--- src/rtl/aes_pkg.sv ---
// Shared AES byte/state types and the ShiftRows source-index helper.
// Source index for output byte k: row r = k%4 stays put, column shifts by r (left for forward, right for inverse).
package aes_pkg;
    localparam int AES_NB          = 4;
    localparam int AES_STATE_BYTES = 16;

    typedef logic [7:0] aes_byte_t;
    typedef aes_byte_t [AES_STATE_BYTES-1:0] aes_state_t;

    typedef enum logic [1:0] {
        BUF_EMPTY,
        BUF_FILL,
        BUF_FULL,
        BUF_DRAIN
    } buf_state_t;

    function automatic logic [3:0] shift_row_idx(input logic [3:0] k, input logic inv);
        logic [1:0] row;
        logic [1:0] col;
        logic [1:0] src_col;
        row = k[1:0];
        col = k[3:2];
        // 2-bit arithmetic gives the mod-AES_NB column wrap for free
        src_col = inv ? (col - row) : (col + row);
        return {src_col, row};
    endfunction
endpackage

--- src/rtl/shift_row_buf.sv ---
// One 16-byte AES state buffer with its own fill/drain FSM.
// With SHIFT_ROW_INV_EN defined, also holds the per-block inverse flag captured with byte 0.
//
// state     | meaning
// BUF_EMPTY | no data, ready for byte 0
// BUF_FILL  | some bytes of a block written
// BUF_FULL  | complete block, nothing read yet
// BUF_DRAIN | block being read out
module shift_row_buf
    import aes_pkg::*;
(
    input  logic       clk,
    input  logic       rst_n,
    input  logic       wr_en,
    input  logic [3:0] wr_idx,
    input  aes_byte_t  wr_byte,
    input  logic       wr_last,
`ifdef SHIFT_ROW_INV_EN
    input  logic       wr_inv,
    output logic       rd_inv,
`endif
    input  logic       rd_en,
    input  logic       rd_last,
    input  logic [3:0] rd_sel,
    output aes_byte_t  rd_byte,
    output logic       wr_open,
    output logic       rd_avail
);
    buf_state_t state, state_nxt;
    aes_state_t mem;
    logic       wr_done;
    logic       discard;

    always_ff @(posedge clk) begin
        if (!rst_n) state <= BUF_EMPTY;
        else        state <= state_nxt;
    end

    always_ff @(posedge clk) begin
        if (wr_en) mem[wr_idx] <= wr_byte;
    end

`ifdef SHIFT_ROW_INV_EN
    always_ff @(posedge clk) begin
        if (!rst_n)                       rd_inv <= 1'b0;
        else if (wr_en && wr_idx == 4'd0) rd_inv <= wr_inv;
    end
`endif

    always_comb begin
        state_nxt = state;
        wr_done   = wr_en && (wr_idx == 4'd15);
        discard   = wr_en && wr_last && !wr_done;
        case (state)
            BUF_EMPTY: if (wr_en && !discard) state_nxt = BUF_FILL;
            BUF_FILL: begin
                if (discard)      state_nxt = BUF_EMPTY;
                else if (wr_done) state_nxt = rd_en ? BUF_DRAIN : BUF_FULL;
            end
            BUF_FULL:  if (rd_en) state_nxt = rd_last ? BUF_EMPTY : BUF_DRAIN;
            BUF_DRAIN: if (rd_en && rd_last) state_nxt = BUF_EMPTY;
            default:   state_nxt = BUF_EMPTY;
        endcase
    end

    assign rd_byte  = mem[rd_sel];
    assign wr_open  = (state == BUF_EMPTY) || (state == BUF_FILL);
    // Byte 0 is already stored when byte 15 arrives, so reading may start on that same cycle.
    assign rd_avail = (state == BUF_FULL) || (state == BUF_DRAIN) ||
                      ((state == BUF_FILL) && wr_done);
endmodule

--- src/rtl/shift_row_stream.sv ---
// Byte-serial AES ShiftRows with NBUF (1 or 2) ping-pong state buffers and a registered output byte.
// Define SHIFT_ROW_INV_EN to add the in_inv port selecting the inverse mapping per block.
module shift_row_stream
    import aes_pkg::*;
#(
    parameter int NBUF = 2
) (
    input  logic      clk,
    input  logic      rst_n,
    input  aes_byte_t in_byte,
    input  logic      in_valid,
    input  logic      in_last,
`ifdef SHIFT_ROW_INV_EN
    input  logic      in_inv,
`endif
    output logic      in_ready,
    output aes_byte_t out_byte,
    output logic      out_valid,
    output logic      out_last,
    input  logic      out_ready,
    output logic      err
);
    logic            wr_ptr;
    logic            rd_ptr;
    logic [3:0]      wr_cnt;
    logic [3:0]      rd_cnt;
    logic [3:0]      rd_sel;
    logic [NBUF-1:0] buf_open;
    logic [NBUF-1:0] buf_avail;
    logic [NBUF-1:0] buf_wr_en;
    logic [NBUF-1:0] buf_rd_en;
    aes_byte_t       buf_rd_byte [NBUF];
    logic            accept;
    logic            discard;
    logic            out_load;

`ifdef SHIFT_ROW_INV_EN
    logic [NBUF-1:0] buf_inv;
    assign rd_sel = shift_row_idx(rd_cnt, buf_inv[rd_ptr]);
`else
    assign rd_sel = shift_row_idx(rd_cnt, 1'b0);
`endif

    assign in_ready = rst_n && buf_open[wr_ptr];
    assign accept   = in_valid && in_ready;
    assign discard  = accept && in_last && (wr_cnt != 4'd15);
    assign out_load = buf_avail[rd_ptr] && (!out_valid || out_ready);

    always_comb begin
        buf_wr_en         = '0;
        buf_rd_en         = '0;
        buf_wr_en[wr_ptr] = accept;
        buf_rd_en[rd_ptr] = out_load;
    end

    for (genvar i = 0; i < NBUF; i++) begin : g_buf
        shift_row_buf u_buf (
            .clk      (clk),
            .rst_n    (rst_n),
            .wr_en    (buf_wr_en[i]),
            .wr_idx   (wr_cnt),
            .wr_byte  (in_byte),
            .wr_last  (in_last),
`ifdef SHIFT_ROW_INV_EN
            .wr_inv   (in_inv),
            .rd_inv   (buf_inv[i]),
`endif
            .rd_en    (buf_rd_en[i]),
            .rd_last  (rd_cnt == 4'd15),
            .rd_sel   (rd_sel),
            .rd_byte  (buf_rd_byte[i]),
            .wr_open  (buf_open[i]),
            .rd_avail (buf_avail[i])
        );
    end

    always_ff @(posedge clk) begin
        if (!rst_n) begin
            wr_ptr    <= 1'b0;
            rd_ptr    <= 1'b0;
            wr_cnt    <= 4'd0;
            rd_cnt    <= 4'd0;
            out_byte  <= '0;
            out_valid <= 1'b0;
            out_last  <= 1'b0;
            err       <= 1'b0;
        end else begin
            err <= discard;
            if (accept) begin
                if (discard) begin
                    wr_cnt <= 4'd0;
                end else begin
                    wr_cnt <= wr_cnt + 4'd1;
                    if (wr_cnt == 4'd15) wr_ptr <= (NBUF == 2) ? ~wr_ptr : 1'b0;
                end
            end
            if (out_load) begin
                out_byte  <= buf_rd_byte[rd_ptr];
                out_valid <= 1'b1;
                out_last  <= (rd_cnt == 4'd15);
                rd_cnt    <= rd_cnt + 4'd1;
                if (rd_cnt == 4'd15) rd_ptr <= (NBUF == 2) ? ~rd_ptr : 1'b0;
            end else if (out_ready) begin
                out_valid <= 1'b0;
                out_last  <= 1'b0;
            end
        end
    end
endmodule

--- config.mk ---
export PLATFORM = sky130hd
export DESIGN_NAME = shift_row_stream
export DESIGN_NICKNAME = d
export VERILOG_FILES = /design/src/rtl/aes_pkg.sv /design/src/rtl/shift_row_buf.sv /design/src/rtl/shift_row_stream.sv
export SDC_FILE = /design/constraint.sdc
export NUM_CORES = 1
export LEC_CHECK = 0
export CAP_MARGIN = 10
export CORE_ASPECT_RATIO = 0.9
export CORE_UTILIZATION = 63
export CTS_BUF_LIST = sky130_fd_sc_hd__clkbuf_8
export DETAILED_ROUTE_END_ITERATION = 8
export HOLD_SLACK_MARGIN = 0.12
export PLACE_DENSITY = 0.9
export SETUP_SLACK_MARGIN = 0.02
export SYNTH_ARGS = -nofsm -noshare
export SYNTH_HDL_FRONTEND = slang
export SYNTH_SLANG_ARGS = --single-unit
--- constraint.sdc ---
create_clock -name clk -period 3.1 [get_ports clk]
set_input_delay 0.62 -clock clk [delete_from_list [all_inputs] [get_ports clk]]
set_output_delay 0.62 -clock clk [all_outputs]
set_load 0.05 [all_outputs]
---- Word-level counts from Yosys, hierarchy flattened ----
Index checks and enable logic that the tools add are counted.
operators by class
  add/subtract/negate cells ............... 3
  magnitude comparators ................... 8
  bitwise logic cells ..................... 6
  eq/ne operators ......................... 17
  muxes and demuxes ....................... 38
  reductions and logical operators ........ 39
operators with widths
  cell                                                                          count
  128-bit bitwise mux                                                           2
  8-bit binary-select mux with 4-bit select                                     2
  8-bit two-way mux                                                             6
  8-bit demux with 4-bit select                                                 1
  2-bit two-way mux                                                             11
  1-bit logical AND                                                             20
  2-bit one-hot mux with 4 select lines                                         2
  1-bit two-way mux                                                             11
  4-bit by 5-bit less-than comparator with 1-bit output, second input constant  2
  4-bit by 1-bit adder with 4-bit output, second input constant                 2
  2-bit == test, second input constant                                          4
  4-bit == test, second input constant                                          2
  2-bit by 1-bit inequality test with 1-bit output, second input constant       4
  4-bit AND reduction                                                           2
  1-bit logical OR                                                              7
  3-bit by 1-bit inequality test with 1-bit output, second input constant       2
  1-bit zero test                                                               5
  2-bit AND                                                                     2
  2-bit by 1-bit == test with 1-bit output, second input constant               2
  4-bit by 1-bit >= comparator with 1-bit output, second input constant         1
  2-bit zero test                                                               2
  1-bit by 2-bit less-than comparator with 1-bit output, second input constant  2
  4-bit two-way mux                                                             1
  2-bit inequality test, second input constant                                  2
  other kinds (10)                                                              14
storage, ports and cells
  bits of input ports ..................... 13
  word-level logic and storage cells ...... 153
  flip-flop bits (word level) ............. 281
  output and inout bits ................... 12

---- Logic depth before layout (Yosys ltp) ----
  word-level depth ........................ 18
  depth in mapped cells ................... 9
  mapped depth without buffers ............ 6

---- By module ----
A second synthesis with hierarchy kept.
second synthesis, totals
  cells, all modules ...................... 610
  area total of the unflattened synthesis .. 11302.1 µm²
by module, submodules not included
  module                           sequential area each (µm²)  cells each  times used  area an instance (µm²)
  shift_row_buf at g_buf[0].u_buf  3883.7                      242         1           5143.7
  shift_row_buf at g_buf[1].u_buf  3883.7                      240         1           5106.1
  shift_row_stream                 420.4                       128         1           1052.3

---- Worst setup path after synthesis ----
No wires, ideal clock.
  kind .................................... register to register
  start ................................... register rd_cnt[2]
  end ..................................... register out_byte[3]
  setup time .............................. 116 ps
  path slack .............................. 717 ps
  arrival time ............................ 2267 ps
  buffers on the path ..................... 0
  clock period less this slack ............ 2383 ps
  stages on the path, launching flop included .. 7
  data required time ...................... 2984 ps
  cell sequence ........................... dfxtp_1 > ha_1 > xor2_1 > mux4_2 > mux4_2 > or2_1 > a41o_1
between the ends
  cells in the longest elaborated chain, start to end .. 6
  elaborated cells on any way between the ends .. 8
ends and longest elaborated chain
  item                                                    RTL line                 text
  from (decl)                                             shift_row_stream.sv:26   logic [3:0] rd_cnt;
  from (signal assigned)                                  shift_row_stream.sv:101  rd_cnt <= rd_cnt + 4'd1;
  2-bit adder *                                           aes_pkg.sv:24            src_col = inv ? (col - row) : (col + row);
  8-bit binary-select mux with 4-bit select               shift_row_buf.sv:66      assign rd_byte = mem[rd_sel];
  8-bit two-way mux (implied by the code)                 shift_row_buf.sv:66
  8-bit two-way mux (implied by the code) * (3 in a row)  shift_row_stream.sv:98   out_byte <= buf_rd_byte[rd_ptr];
  to (signal assigned)                                    shift_row_stream.sv:98
  to (decl)                                               shift_row_stream.sv:17   output aes_byte_t out_byte,
Every way passes the cells marked *; elsewhere a longest branch is shown, timed or not. The select of a mux whose other input is x is not followed.
A chain may end at the register's enable or synchronous reset.

---- Worst setup path in the final report ----
Ends and elaborated chain as after synthesis.

==> impl_metrics.csv <==
group,metric,value,unit
status,status,"completed",
critical_path,worst_path_max_delay_cell,"mux4_1",
logic_synthesis,syn-mean-instance-area,19.5,sq um
logic_synthesis,synthFlopType,"edfxtp_1",
logic_synthesis,async_flop_share,0,%
global_routing,grt_pass1_wl,37100,microns
floorplanning,rows,45,
critical_path,path_max_fanout,14,
clock_tree,clk_latency,0.54,ns
job,drv_cap,0,
timing,hold_ws,0.491,ns
power_and_ir_drop,p_clk_share,38.6,%
drt,wl_met1,9370,microns
logic_synthesis,ys_seq_elements,281,
timing,setup_viol,0,
timing,slew_viol_final,0,
logic_synthesis,ys_types,47,
logic_synthesis,synthTopCellsByArea,"edfxtp_1, mux4_2, dfxtp_1",
critical_path,cp.required,3.53,ns
hold_path,hold_path_class,"reg -> reg",
clock_tree,cts.path.max_buffers,3,
place,port_buffers,24,
timing,fin_tns_setup,0,ns
power_and_ir_drop,p_comb_share,2.0,%
critical_path,crit_path_start_kind,"flip-flop",
critical_path,critPathArrivalTime,2.96,ns
timing,period_minus_slack,2.53,ns
clock_tree,clkTransAtPathRegs,0.07,ns
drt,avgViaCountPerCell,6.48,
floorplanning,core-area,17100,sq um
logic_synthesis,synth_area_leader_cell,"edfxtp_1",
power_and_ir_drop,worst_ir_drop_vdd,342,uV
clock_tree,post_cts.repair.setup_buffers,0,
critical_path,path_class,"reg -> reg",
global_routing,grt_start_max_net_pins,64,
floorplanning,die_area,18200,sq um
drt,wl_per_cell,25.9,microns
timing,worst_pin_slew,0.583,ns
drt,drcViolationCount,0,
power_and_ir_drop,switching_power,1.46,mW
critical_path,path_cells,"ha_2 > mux4_1 > mux4_2 > or2_1 > a41o_1",
drt,first_pass_iters,8,
power_and_ir_drop,pwr-share-seq,59.4,%
drt,dr.first_iter.drc_count,812,
critical_path,max_stage_delay,0.60,ns
power_and_ir_drop,internal-power,5.50,mW
logic_synthesis,syn_inst,569,
timing,finClkSkew,0.0197,ns
drt,wl,24200,microns
timing,maxSlewHeadroom,60.0,%
timing,rsz0062_at_grt,"no",
timing,fmax,395,MHz
clock_tree,cts.sinks,281,
logic_synthesis,yosysWarnings,0,
critical_path,crit_family,"multiplexers",
clock_tree,cts_root_buf,"clkbuf_8",
clock_tree,post_cts_resized,0,
clock_tree,cts_tree,"done",
logic_synthesis,yosys-top-cells-count,"edfxtp_1, mux4_2, nor2_1",
global_routing,grt_pass1_vias,6152,
clock_tree,h-tree-depth,2,
finish,layout-drive-gt1-share,27.3,%
global_routing,antenna_found_initial,3,
clock_tree,cts-hold-fix-buffers,0,
drt,topRoutingLayerUsed,"met5",
clock_tree,cts_buffers,42,
drt,dr_wl_met2,11300,microns
drt,met3_length,2750,microns
finish,layout.nets,682,
place,placed_area,12000,sq um
logic_synthesis,synth_top_area_share,69.3,%
place,place_inst,854,
place,place_congestion,0.863,
timing,hold_viol,0,
critical_path,critPathCaptureType,"flip-flop",
power_and_ir_drop,p_leak,4.08,nW
floorplanning,fp.dieH,128,microns
logic_synthesis,seq_area_frac_synth,73.8,%
place,dpl.hpwl,15500,microns
critical_path,rrSetupSlack,0.57,ns
power_and_ir_drop,switching_share,21.0,%
global_routing,grt_overflow,0,
finish,fin_area,12700,sq um
logic_synthesis,synth_edf_count,256,
floorplanning,ios,25,
logic_synthesis,synth_area,11100,sq um
timing,finalCritPeriodShare,81.6,%
floorplanning,die_w,142,microns
power_and_ir_drop,power-per-cell-area,548,nW/um^2
global_routing,track_usage,28.9,%
floorplanning,start_util,65.1,%
drt,antenna_left,0,
logic_synthesis,synth.most_common_cell,"edfxtp_1",
drt,dr_total_vias,6043,
finish,instances_no_fill,933,
critical_path,critPathBufInv,0,
finish,area_growth,14.5,%
logic_synthesis,synth_nets,588,
## worst min-delay path, delay by kind of cell, from the launching register on
kind          cells  cell delay [ns]
simple gates      2             0.13
flops             1             0.32
## worst paths after layout
kind         cells after the start         from          end
max                              5    rd_cnt[2]  out_byte[3]
min                              2  out_byte[5]  out_byte[5]
max reg2reg                      5    rd_cnt[2]  out_byte[3]
min reg2reg                      2  out_byte[5]  out_byte[5]
## power by group through the flow
stage               logic, mW  registers (mW)  clock network [mW]
floorplan              0.0337            4.22                   0
global placement        0.128            4.22                   0
detailed placement      0.137            4.22                   0
CTS                     0.137            4.14                2.72
global route            0.148            4.14                2.88
finish                  0.137            4.14                2.69
## kinds of logic (layout without fill, tap and decap cells)
family / count (synthesis) / count (layout) / share of synthesized area (%)
flip-flops: 281 / 281 / 73.8
other: 0 / 2 / 0
AND/OR/NAND/NOR: 111 / 111 / 4.44
AO/OA/AOI/OAI: 44 / 44 / 2.68
adder cells (fa/ha/maj): 6 / 6 / 0.676
XOR/XNOR: 8 / 8 / 0.699
multiplexers: 83 / 83 / 16.3
buffers and inverters: 36 / 163 / 1.43
## layer usage
layer / GRT usage (%) / vias to the layer above
met5: 0 / -
met4: 10.1 / 2
met3: 7.43 / 76
met2: 43.9 / 407
met1: 41.6 / 3048
li1: - / 2510
## metrics by stage
| step | utilization (%) | setup slack (ns) | power, mW |
|---|---|---|---|
| 2_1_floorplan | - | 0.717 | 4.26 |
| 3_3_place_gp | 70.1 | 0.596 | 4.35 |
| 3_5_place_dp | 70.1 | 0.571 | 4.36 |
| 4_1_cts | 74.5 | 0.572 | 7.00 |
| 5_1_grt | 74.5 | 0.483 | 7.17 |
| 6_report | 74.5 | 0.570 | 6.96 |
## sequential cells by signal, indices dropped and copies added, names as in the netlist
register / cells
rd_cnt: 4
g_buf.u_buf.state: 4
out_valid: 1
out_byte: 8
err: 1
wr_cnt: 4
g_buf.u_buf.mem: 256
out_last: 1
rd_ptr: 1
wr_ptr: 1
## cell usage in the layout, fill, tap and decap left out, types with 10 or more instances in the layout
cell type	netlist	layout
nand2_1	28	28
clkbuf_8	0	44
nor2_1	47	47
edfxtp_1	256	256
a21oi_1	10	10
nand3_1	16	16
inv_1	6	24
clkdlybuf4s50_1	0	23
mux4_2	73	73
buf_4	2	52
dfxtp_1	25	23
## cell type report
cell class,count,area [sq um]
repair buffers,78,681
fillers,924,4350
well taps,235,294
flip-flops and latches,281,8190
diodes,2,5.00
clock inverters,33,143
clock buffers,44,606
multi-input cells,252,2760
inverters,8,30.0
Note: power is estimated with default switching activity, not from simulation.
